**src/rtl/pixel_row_packer.sv**
```systemverilog
// -----------------------------------------------------------------------------
// pixel_row_packer
//
// Upstream feeder for input_shift_reg in the subpixel interpolation datapath.
// Accepts reference pixels one per cycle in raster order over valid/ready,
// packs each group of ROW_PIX pixels into one row (column 0 in the LSB byte),
// and presents the row with an active-low load strobe that the downstream
// shift register samples on the falling clock edge. ROWS rows make one
// reference block; block_done pulses when the final row of a block loads.
//
// Optional feature (macro PIXEL_ROW_PAD_EN): picture-edge padding. Adds input
// pix_eol; a pixel accepted with pix_eol=1 at column c fills columns c..ROW_PIX-1
// and completes the row on that edge.
//
// Ports:
//   clock       in   rising-edge clock
//   reset       in   asynchronous, active-high reset
//   pix_in      in   incoming pixel (PIX_W)
//   pix_valid   in   pix_in valid
//   pix_ready   out  packer can accept pix_in this cycle
//   abort       in   synchronous block abort (highest priority)
//   stall       in   downstream must not load this cycle
//   pix_eol     in   end-of-line padding request (PIXEL_ROW_PAD_EN only)
//   row_out     out  packed row, registered (PIX_W*ROW_PIX)
//   load_L      out  active-low row load strobe for downstream
//   row_idx     out  index 0..ROWS-1 of the row in row_out
//   block_busy  out  a block is in progress
//   block_done  out  one-cycle pulse when the final row loads
// -----------------------------------------------------------------------------
module pixel_row_packer #(
   parameter int PIX_W   = 8,
   parameter int ROW_PIX = 15,
   parameter int ROWS    = 15
) (
   input  logic                     clock,
   input  logic                     reset,
   input  logic [PIX_W-1:0]         pix_in,
   input  logic                     pix_valid,
   output logic                     pix_ready,
   input  logic                     abort,
   input  logic                     stall,
`ifdef PIXEL_ROW_PAD_EN
   input  logic                     pix_eol,
`endif
   output logic [PIX_W*ROW_PIX-1:0] row_out,
   output logic                     load_L,
   output logic [3:0]               row_idx,
   output logic                     block_busy,
   output logic                     block_done
);

   localparam int                 COL_W    = $clog2(ROW_PIX);
   localparam int                 ROW_W    = PIX_W * ROW_PIX;
   localparam int                 ASM_W    = PIX_W * (ROW_PIX - 1);
   localparam logic [COL_W-1:0]   LAST_COL = COL_W'(ROW_PIX - 1);
   localparam logic [3:0]         LAST_ROW = 4'(ROWS - 1);

   typedef enum logic [1:0] {
      S_IDLE,
      S_FILL,
      S_LAST
   } state_t;

   state_t             r_state;
   state_t             w_state_nxt;

   logic [COL_W-1:0]   r_col;
   logic [3:0]         r_row_cnt;
   logic [3:0]         r_row_idx;
   logic               r_hold_full;
   logic [ROW_W-1:0]   r_row_out;
   logic [ASM_W-1:0]   r_asm;

   logic               w_eol;
   logic               w_row_end;
   logic               w_load;
   logic               w_accept;
   logic               w_row_wr;
   logic [ROW_W-1:0]   w_row_new;

`ifdef PIXEL_ROW_PAD_EN
   assign w_eol = pix_eol;
`else
   assign w_eol = 1'b0;
`endif

   // The accepted pixel closes the row: either the last column or a padded
   // end-of-line (pix_eol at the last column behaves like a plain last column).
   assign w_row_end = (r_col == LAST_COL) | w_eol;

   // --------------------------------------------------------------------------
   // FSM next state and handshake outputs
   // --------------------------------------------------------------------------
   // NOTE: every output of a combinational block gets a default first so no
   // path leaves it unassigned, which would otherwise infer a latch.
   always_comb begin
      w_state_nxt = r_state;
      w_load      = r_hold_full & ~stall;
      load_L      = ~w_load;
      // Only the row-closing pixel can be back-pressured, and only when the
      // holding register is full and cannot drain this cycle.
      pix_ready   = (r_state != S_LAST) & (~w_row_end | ~r_hold_full | ~stall);
      w_accept    = pix_valid & pix_ready;
      w_row_wr    = w_accept & w_row_end & ~abort;
      block_busy  = (r_state != S_IDLE);
      block_done  = (r_state == S_LAST) & w_load & (r_row_idx == LAST_ROW);

      case (r_state)
         S_IDLE: begin
            if (w_row_wr && (r_row_cnt == LAST_ROW)) w_state_nxt = S_LAST;
            else if (w_accept)                       w_state_nxt = S_FILL;
         end
         S_FILL: begin
            if (w_row_wr && (r_row_cnt == LAST_ROW)) w_state_nxt = S_LAST;
         end
         S_LAST: begin
            if (block_done) w_state_nxt = S_IDLE;
         end
         default: w_state_nxt = S_IDLE;
      endcase

      if (abort) w_state_nxt = S_IDLE;
   end

   // NOTE: clocked state uses non-blocking assignments so every register
   // samples the pre-edge values regardless of statement order.
   always_ff @(posedge clock or posedge reset) begin
      if (reset) r_state <= S_IDLE;
      else       r_state <= w_state_nxt;
   end

   // --------------------------------------------------------------------------
   // New row: columns below the current one come from the assembly register,
   // the current column and everything above it take pix_in. Without padding
   // a row is only written at the last column, so this reduces to
   // {pix_in, r_asm}.
   // --------------------------------------------------------------------------
   always_comb begin
      w_row_new = '0;
      for (int c = 0; c < ROW_PIX - 1; c++) begin
         w_row_new[c*PIX_W +: PIX_W] = (COL_W'(c) >= r_col) ? pix_in
                                                            : r_asm[c*PIX_W +: PIX_W];
      end
      w_row_new[(ROW_PIX-1)*PIX_W +: PIX_W] = pix_in;
   end

   // NOTE: the assembly register has no reset; every column is written in the
   // current row before it is ever read into a completed row.
   always_ff @(posedge clock) begin
      if (w_accept && !abort && !w_row_end) begin
         for (int c = 0; c < ROW_PIX - 1; c++) begin
            if (r_col == COL_W'(c)) r_asm[c*PIX_W +: PIX_W] <= pix_in;
         end
      end
   end

   // --------------------------------------------------------------------------
   // Column / row counters and the holding register
   // --------------------------------------------------------------------------
   always_ff @(posedge clock or posedge reset) begin
      if (reset) begin
         r_col       <= '0;
         r_row_cnt   <= '0;
         r_row_idx   <= '0;
         r_hold_full <= 1'b0;
         r_row_out   <= '0;
      end else if (abort) begin
         // row_out is deliberately retained across an abort.
         r_col       <= '0;
         r_row_cnt   <= '0;
         r_row_idx   <= '0;
         r_hold_full <= 1'b0;
      end else begin
         if (w_accept) r_col <= w_row_end ? '0 : r_col + COL_W'(1);

         // A write in the same cycle as a load keeps hold_full set: the old
         // row leaves on the falling edge, the new one arrives on the rising.
         if (w_row_wr) begin
            r_row_out   <= w_row_new;
            r_row_idx   <= r_row_cnt;
            r_row_cnt   <= (r_row_cnt == LAST_ROW) ? 4'd0 : r_row_cnt + 4'd1;
            r_hold_full <= 1'b1;
         end else if (w_load) begin
            r_hold_full <= 1'b0;
         end

         if ((r_state == S_LAST) && (w_state_nxt == S_IDLE)) begin
            r_row_cnt <= '0;
            r_row_idx <= '0;
         end
      end
   end

   assign row_out = r_row_out;
   assign row_idx = r_row_idx;

endmodule

```
**config.mk**
```make
export PLATFORM = sky130hd
export DESIGN_NAME = pixel_row_packer
export DESIGN_NICKNAME = d
export VERILOG_FILES = /design/src/rtl/pixel_row_packer.sv
export SDC_FILE = /design/constraint.sdc
export NUM_CORES = 1
export LEC_CHECK = 0
export BUFFER_PORTS_ARGS = -buffer_cell sky130_fd_sc_hd__buf_4
export CAP_MARGIN = 20
export CORE_AREA = 2 2 146 148
export DETAILED_ROUTE_END_ITERATION = 7
export DIE_AREA = 0 0 148 150
export GPL_TIMING_DRIVEN = 0
export PLACE_DENSITY_LB_ADDON = 0.05
export SYNTH_ARGS = -nofsm -noshare
export SYNTH_HDL_FRONTEND = slang
export SYNTH_SLANG_ARGS = --single-unit
```
**constraint.sdc**
```tcl
create_clock -name clock -period 9 [get_ports clock]
set_input_delay 1.35 -clock clock [delete_from_list [all_inputs] [get_ports clock]]
set_output_delay 1.35 -clock clock [all_outputs]
set_load 0.03 [all_outputs]
```
# Word-level counts from Yosys, hierarchy flattened
# Index checks and enable logic that the tools add are counted.
# classes
muxes,33
n_reduce_logical,28
n_bitwise,14
addsub,2
n_eq_ne,19
order_cmp,14
# ops
op,n
two-way mux 8 bit,14
two-way mux 4 bit,10
"equality test 4 bit, second input constant",9
AND reduction 2 bit,15
">= comparator 4 bit, first input constant",6
"equality test 4 x 3 -> 1 bit, second input constant",4
">= comparator 3 x 4 -> 1 bit, first input constant",4
two-way mux 2 bit,5
"adder 4 x 1 -> 4 bit, second input constant",2
"equality test 4 x 2 -> 1 bit, second input constant",2
">= comparator 1 x 4 -> 1 bit, first input constant",2
">= comparator 2 x 4 -> 1 bit, first input constant",2
bitwise AND 1 bit,7
one-hot mux 2 bit (3 select lines),1
nonzero test 3 bit,2
NOT 1 bit,5
"equality test 4 x 1 -> 1 bit, second input constant",1
logical AND 1 bit,4
zero test 2 bit,2
zero test 4 bit,1
nonzero test 2 bit,2
two-way mux 1 bit,3
"equality test 2 x 1 -> 1 bit, second input constant",1
"equality test 2 bit, second input constant",1
3 further kinds,5
# word_totals
output_inout_bits,128
input_bits,13
elab_cells,130
regBits,247

# Depth between registers and ports, before layout
# Gate-level depths: netlist of run 1.
# logic_depth
word_depth,16
mapped_depth,7
ltp_nobuf,6

# Least setup slack after synthesis of run 1
# No wires, ideal clock.
# synth_timing
path_kind,input port to output port
startpoint,in stall
endpoint,out block_done
setup_slack_ns,5.217
path_stages,2
path_buffers,0
required_time_ns,7.650
arrival_ns,2.433
cell_sequence,nand2b_1 -> nor3_1
# synth_via
elab_chain_len,4
# synth_lines
element,line_no,source
from (decl),41,"input logic stall,"
NOT 1 bit,98,w_load = r_hold_full & ~stall;
bitwise AND 1 bit,98,
bitwise AND 1 bit (2 in a row),106,block_done = (r_state == S_LAST) & w_load & (r_row_idx == LAST_ROW);
to (decl),49,output logic block_done
# No other way between the ends.

# Worst setup path after layout of run 1
# layout_timing
startpoint,in stall
endpoint,out pix_ready
# layout_via
elab_chain_len,3
# layout_lines
element,line_no,source
NOT 1 bit,102,pix_ready = (r_state != S_LAST) & (~w_row_end | ~r_hold_full | ~stall);
bitwise OR 1 bit,102,
bitwise AND 1 bit,102,
to (decl),39,"output logic pix_ready,"
# No other way between the ends.

==> results.ini, run 1 <==
[worst_setup_path]
crit_required_ns=7.65
r2r_setup_slack_ns=6.54
crit_type=primary input to output port
worstSetupEndpointType=output port
worstReg2RegStart=r_state[1]
reg2regPathDepth=4
cp-startpoint=stall
cp-start-kind=primary input
r2r-end=r_asm[84]
arrival_ns=2.09
crit_fanout=3

[placement]
hpwl_mm=14.8
place_congestion=0.843
dpl_cell_area_um2=11600
io_buffers=139
dp_slack_ns=5.57
dp_cells=1015

[synth]
syn_inst=600
synth_flop_cell=dfrtp_1
ys_async_sr_fraction_pct=54.7
yosysTopAreaCell=dfrtp_1
synth_area_um2=10200
synth-edff-count=112
yosysMostFrequentCell=mux2_2
synth.avg_cell_area_um2=16.9
yosys_register_bits=247
ys_types=52
ys_seq_area_share_pct=66.3
synth_area_leaders=dfrtp_1 (33%), edfxtp_1 (33%), mux2_2 (16%), mux2_1 (5.6%), mux2_4 (2.4%)
ys.warnings.count=0
synth_fp_nets=615
netlist_top_cells_count=mux2_2 (147), dfrtp_1 (135), edfxtp_1 (112)
netlist.area_leader.share_pct=33.2

[timing]
tightestPinTransition_ns=0.848
finalCriticalPeriod_ns=3.44
maxSlewHeadroom_pct=43.2
period_share_pct=38.2
finalMaxSlewViolations=0
rsz0062_at_grt=no
clock.fmax_ghz=0.291
final_hold_viol_count=0
setup_viol_count_final=0
setup_tns_ns=0
worst_slack_ns=5.56
finClkSkew_ns=0.0158

[global_routing]
grt_overflow=0
antenna_found_initial=0
grt_pass1_vias=5992
grt_max_degree=82
grt_usage_pct=20.8
grt_first_pass_wirelength_mm=35.2

[cts]
cts_resized=0
root_buffer=clkbuf_16
hold_buffers=0
cts_setup_buffers=0
cts.clk_slew.worst_paths_ns=0.06
clock_path_buffers=3
insertion_delay_ns=0.52
cts_tree=yes
cts_buffers=26
h-tree-depth=1
numClockSinks=247

[power_and_ir_drop]
ir_drop_mv=0.112
p_leak_nw=5.53
power_density_nw_per_um2=184

[cells_and_area]
antenna_cells=0
drive_gt1_share_pct=47.3
areaGrowthSynthToFinish_pct=21.8
fin_util_pct=59.9
fin_cells=1062
design_area_um2=12400
nets=783

[detailed_routing]
wl_per_cell_um=21.6
dr.pass1.iters=5
routed_wl_mm=22.9
vias=5678
vias_per_cell=5.35
first_iter_violations=323
ant_nets=0
remaining_drc_errors=0

[floorplanning]
die_area_um2=22200
core_um2=20700
initial_core_util_pct=49.1
die_h_um=150
fp-row-count=53
ios=141
die_width_um=148

[worst_hold_path]
hold_end=row_out[86]
hold_start=r_asm[86]
min_path_type=flip-flop to flip-flop
hold_path_depth=1

[status]
status=complete, no violations

[flow_run]
cap_viol_max_count=0

layer usage:
layer	wire length (µm)	part of all wire, %	global-route usage (%)	vias up
li1	-	-	-	2570
met1	9960	43	28.8	2915
met2	11500	50	34.9	169
met3	1140	5.0	3.38	24
met4	285	1.2	4.71	0
met5	0	0	0	-
through the flow:
stage               power (W)  hold WS (ns)
finish                0.00228         0.467
global route          0.00237         0.486
CTS                   0.00231         0.468
detailed placement    0.00131         0.450
global placement      0.00130         0.445
floorplan             0.00126         0.439
flip-flops by register name (all words and copies together) (netlist names):
name and flops:
row_out 120, r_asm 112, r_col 4, r_row_cnt 4, row_idx 4, r_state 2
r_hold_full 1
cells by family after synthesis:
group,share of synthesized area [%]
mux,24.5
buf+inv,2.86
compound gates,2.47
flops,66.3
fa+ha+maj,0.246
simple gates,3.62
placed cells by master, fill, tap and decap left out, types with 2 or more instances in the layout:
master,netlist,final
clkbuf_16,0,27
o31ai_1,3,3
nand2_1,10,10
mux2_1,51,51
nor2_1,18,18
or3_1,2,2
o21a_1,2,2
and3_1,3,3
nand4b_1,3,3
clkinv_2,0,2
clkinv_1,0,4
nand3b_1,2,2
a22o_1,4,4
nor3_1,3,3
mux2i_1,2,2
buf_4,8,147
edfxtp_1,112,112
mux2_2,147,147
nand2b_1,4,4
dfrtp_1,135,135
nand3_1,4,4
clkbuf_8,0,2
mux2_4,16,16
o21ai_0,5,5
buf_2,3,3
buf_8,2,2
ha_1,2,2
clkbuf_1,10,21
buf_6,10,10
a21oi_1,6,6
inv_1,4,3
nor2b_1,2,2
o211ai_1,4,4
area by class of cell:
class	count	area, µm²
Fill cell	1642	8300
Sequential cell	247	6740
Multi-Input combinational cell	315	3130
Timing Repair Buffer	140	1070
Clock buffer	40	744
Tap cell	275	344
Buffer	34	275
Clock inverter	7	55.1
Inverter	4	20.0
worst max-delay path, stage by stage:
cell and delay, ns:
buf_4 0.12, and2_1 0.17, a21oi_1 0.23, buf_4 0.21
power by group:
part | switching [W] | internal [W] | leakage, nW
logic | 0.0000618 | 0.0000330 | 2.25
clock network | 0.000409 | 0.000594 | 0.388
registers | 0.00000121 | 0.00119 | 2.89
total | 0.000472 | 0.00181 | 5.53
worst max-delay path by stage:
stage	cells past startpoint	end
final	4	pix_ready
after global routing	4	block_done
after CTS	4	pix_ready
after detailed placement	5	r_asm[33]
after global placement	2	row_out[18]
after floorplan	1	r_col[0]
(Power assumes the default switching activity.)
==> inputs of run 2 (changes only) <==
--- a/config.mk
+++ b/config.mk
@@ -5,11 +5,12 @@
 export SDC_FILE = /design/constraint.sdc
 export NUM_CORES = 1
 export LEC_CHECK = 0
+export ABC_AREA = 1
 export BUFFER_PORTS_ARGS = -buffer_cell sky130_fd_sc_hd__buf_4
 export CAP_MARGIN = 20
-export CORE_AREA = 2 2 146 148
+export CORE_AREA = 2 2 143 145
 export DETAILED_ROUTE_END_ITERATION = 7
-export DIE_AREA = 0 0 148 150
+export DIE_AREA = 0 0 145 147
 export GPL_TIMING_DRIVEN = 0
 export PLACE_DENSITY_LB_ADDON = 0.05
 export SYNTH_ARGS = -nofsm -noshare
==> constraint.sdc (replaced) <==
create_clock -name clock -period 2.9 [get_ports clock]
set_input_delay 0.435 -clock clock [delete_from_list [all_inputs] [get_ports clock]]
set_output_delay 0.435 -clock clock [all_outputs]
set_load 0.03 [all_outputs]
==> run 2 against run 1 <==
Against the previous run:
- synthesized area shrank 3.7%
- worst setup slack lost 5.2 ns
- sequential power grew to 3.1 times the previous value
- core utilization grew 2.0 points
- die area shrank 4.0%
- non-clock buffer count grew 28
- final cell count grew 31%
- combinational power grew to 3.4 times the previous value
- synthesized cell count grew 53%
- clock-buffer cell count shrank 6
- critical path depth grew 6
- total power grew to 3.4 times the previous value
- largest cell class unchanged
- highest routed layer unchanged
==> results.ini, run 2 <==
[flow_run]
cap_viol_max_count=0  ; unchanged

[detailed_routing]
vias_per_cell=5.37  ; was 5.35
routed_wl_mm=27.7  ; was 22.9 mm
ant_nets=0  ; unchanged
dr_wl_met3_mm=1.93  ; was 1.14 mm
remaining_drc_errors=0  ; unchanged
dr.max_layer_used=met4  ; unchanged
routedLengthMet1_mm=11.9  ; was 9.96 mm
wl_per_cell_um=20.0  ; was 21.6 µm
vias=7457  ; was 5,678
first_iter_violations=624  ; was 323
dr.pass1.iters=4  ; was 5
dr_wl_met2_mm=13.1  ; was 11.5 mm

[global_routing]
grt_first_pass_wirelength_mm=42.0  ; was 35.2 mm
grt_overflow=0  ; unchanged
grt_usage_pct=25.7  ; was 20.8%
grt_pass1_vias=7129  ; was 5,992
antenna_found_initial=0  ; unchanged
grt_max_degree=42  ; was 82

[cts]
insertion_delay_ns=0.53  ; was 0.52 ns
cts_resized=0  ; unchanged
cts_setup_buffers=0  ; unchanged
clock_path_buffers=3  ; unchanged
numClockSinks=247  ; unchanged
hold_buffers=0  ; unchanged
cts_tree=yes  ; unchanged
cts_buffers=27  ; was 26
cts.clk_slew.worst_paths_ns=0.06  ; about the same
root_buffer=clkbuf_16  ; unchanged
h-tree-depth=1  ; unchanged

[timing]
worst_slack_ns=0.409  ; was 5.56 ns
final_hold_viol_count=0  ; unchanged
finalMaxSlewViolations=0  ; unchanged
clock.fmax_ghz=0.401
maxSlewHeadroom_pct=29.4  ; was 43.2%
finClkSkew_ns=0.0164  ; was 0.0158 ns
period_share_pct=85.9
setup_viol_count_final=0  ; unchanged
rsz0062_at_grt=no  ; unchanged
finalCriticalPeriod_ns=2.49
tightestPinTransition_ns=1.05  ; was 0.848 ns

[power_and_ir_drop]
power_w=0.00778  ; was 0.00228 W
ir_drop_mv=0.473  ; was 0.112 mV
p_leak_nw=5.61  ; was 5.53 nW
power_density_nw_per_um2=633  ; was 184 nW/µm²

[synth]
syn_inst=920  ; was 600
synth.avg_cell_area_um2=10.6  ; was 16.9 µm²
synth-edff-count=112  ; unchanged
yosys_register_bits=247  ; unchanged
ys_seq_area_share_pct=68.9  ; was 66.3%
synth_area_um2=9790  ; was 10,200 µm²
yosysTopAreaCell=dfrtp_1  ; unchanged
ys_types=32  ; was 52
ys_async_sr_fraction_pct=54.7  ; unchanged
synth_fp_nets=935  ; was 615
ys.warnings.count=0  ; unchanged
synth_flop_cell=dfrtp_1  ; unchanged
netlist.area_leader.share_pct=34.5  ; was 33.2%
yosysMostFrequentCell=nand2_1  ; was mux2_2
synth_area_leaders=dfrtp_1 (35%), edfxtp_1 (34%), nand2_1 (10%), o21ai_0 (4.2%), a31oi_1 (3.7%)  ; was dfrtp_1 (33%), edfxtp_1 (33%), mux2_2 (16%), mux2_1 (5.6%), mux2_4 (2.4%)
netlist_top_cells_count=nand2_1 (263), dfrtp_1 (135), edfxtp_1 (112)  ; was mux2_2 (147), dfrtp_1 (135), edfxtp_1 (112)

[worst_setup_path]
crit_top_cell=nand2_1  ; was buf_4
slowest_delay_ns=0.65  ; was 0.23 ns
worstReg2RegStart=r_col[1]  ; was r_state[1]
crit_fanout=9  ; was 3
crit_type=flip-flop to flip-flop  ; was primary input to output port
reg2regPathDepth=10  ; was 4
crit_slowest_cell=nor2_1  ; was a21oi_1
path_delay_family=simple AND/OR/NAND/NOR gates  ; was buffers and inverters
crit_required_ns=3.06  ; was 7.65 ns
r2r-end=r_asm[83]  ; was r_asm[84]
r2r_setup_slack_ns=0.41  ; was 6.54 ns
cp-start-kind=flip-flop  ; was primary input
worstSetupEndpointType=flip-flop  ; was output port
cp.buffers_inverters=3  ; was 2
arrival_ns=2.65  ; was 2.09 ns
crit_chain=buf_4, nand2_1, nor2_4, nand2_1, nand2_1, inv_2, nand3_2, inv_2, nand3_1, nor2_1  ; was buf_4, and2_1, a21oi_1, buf_4

[cells_and_area]
fin_cells=1388  ; was 1,062
areaGrowthSynthToFinish_pct=25.4  ; was 21.8%
largest_reg_flops=120  ; unchanged
antenna_cells=0  ; unchanged
nets=1113  ; was 783
final_cell_mix=nand2_1 (263), buf_4 (151), dfrtp_1 (135)  ; was buf_4 (147), mux2_2 (147), dfrtp_1 (135)
final_common_cell=nand2_1
drive_gt1_share_pct=21.1  ; was 47.3%

[placement]
place_congestion=0.814  ; was 0.843
dp_cells=1336  ; was 1,015
io_buffers=140  ; was 139
hpwl_mm=18.0  ; was 14.8 mm
dp_slack_ns=0.380  ; was 5.57 ns

[status]
status=complete, no violations  ; unchanged

[floorplanning]
ios=141  ; unchanged
die_area_um2=21300  ; was 22,200 µm²
die_width_um=145  ; was 148 µm
fp-row-count=52  ; was 53
die_h_um=147  ; was 150 µm
initial_core_util_pct=49.3  ; was 49.1%
core_um2=19800  ; was 20,700 µm²

[worst_hold_path]
min_path_type=primary input to asynchronous set/reset pin  ; was flip-flop to flip-flop

==> run 2: cell types whose count changed after synthesis, sizes merged, moves of 8 or more <==
cell    delta
mux2     -214
clkbuf    +11
nand3     +36
buf        +8
a31oi     +56
inv       +33
nand2    +254
nor2      +63
o21ai     +98
==> run 2: how the worst max path moves through the flow <==
stage	start	endpoint	cells past startpoint
after floorplan	r_col[1]	r_asm[104]	8
after global placement	reset	row_out[89]	2
after detailed placement	stall	r_asm[50]	10
after CTS	r_col[3]	r_asm[13]	4
after global routing	r_col[1]	r_asm[48]	10
final	r_col[1]	r_asm[83]	10
==> run 2: cells by family after synthesis <==
family,share of synthesized area [%]
and+or+nand+nor,16.5
AOI/OAI and AO/OA,10.1
buffers and inverters,4.22
adders and majority gates,0.256
DFF,68.9
xor gates and xnor gates,0.0895
==> run 2: metal layers <==
layer / global-route usage [%] / up-vias
li1: - / 3492
met1: 36.3 / 3610
met2: 41.4 / 300
met3: 4.75 / 55
met4: 7.48 / 0
met5: 0 / -
==> run 2: area by class of cell <==
class / instances / area (µm²)
buffer: 53 / 270
inverter: 38 / 146
sequential: 247 / 6740
clock buffer: 34 / 752
tap: 270 / 338
timing repair buffer: 149 / 1160
clock inverter: 15 / 235
fill: 1672 / 7570
multi-input combinational: 582 / 2640
==> run 2: per-stage QoR <==
stage               TNS [ns]  instance area [µm²]  util, %  hold slack, ns
floorplan                  0                 9790        -           0.494
global placement      -32.07                11200     56.4           0.456
detailed placement         0                11300     56.8           0.460
CTS                        0                12300     61.8          0.0111
global route               0                12300     61.9          0.0349
finish                     0                12300     61.9         0.00928
==> run 2: where the power goes <==
group / leakage (nW) / internal [W] / total, W / switching, W
logic: 2.24 / 0.0000746 / 0.000327 / 0.000252
registers: 2.89 / 0.00369 / 0.00369 / 0.00000714
clock network: 0.480 / 0.00236 / 0.00376 / 0.00139
total: 5.61 / 0.00612 / 0.00778 / 0.00165
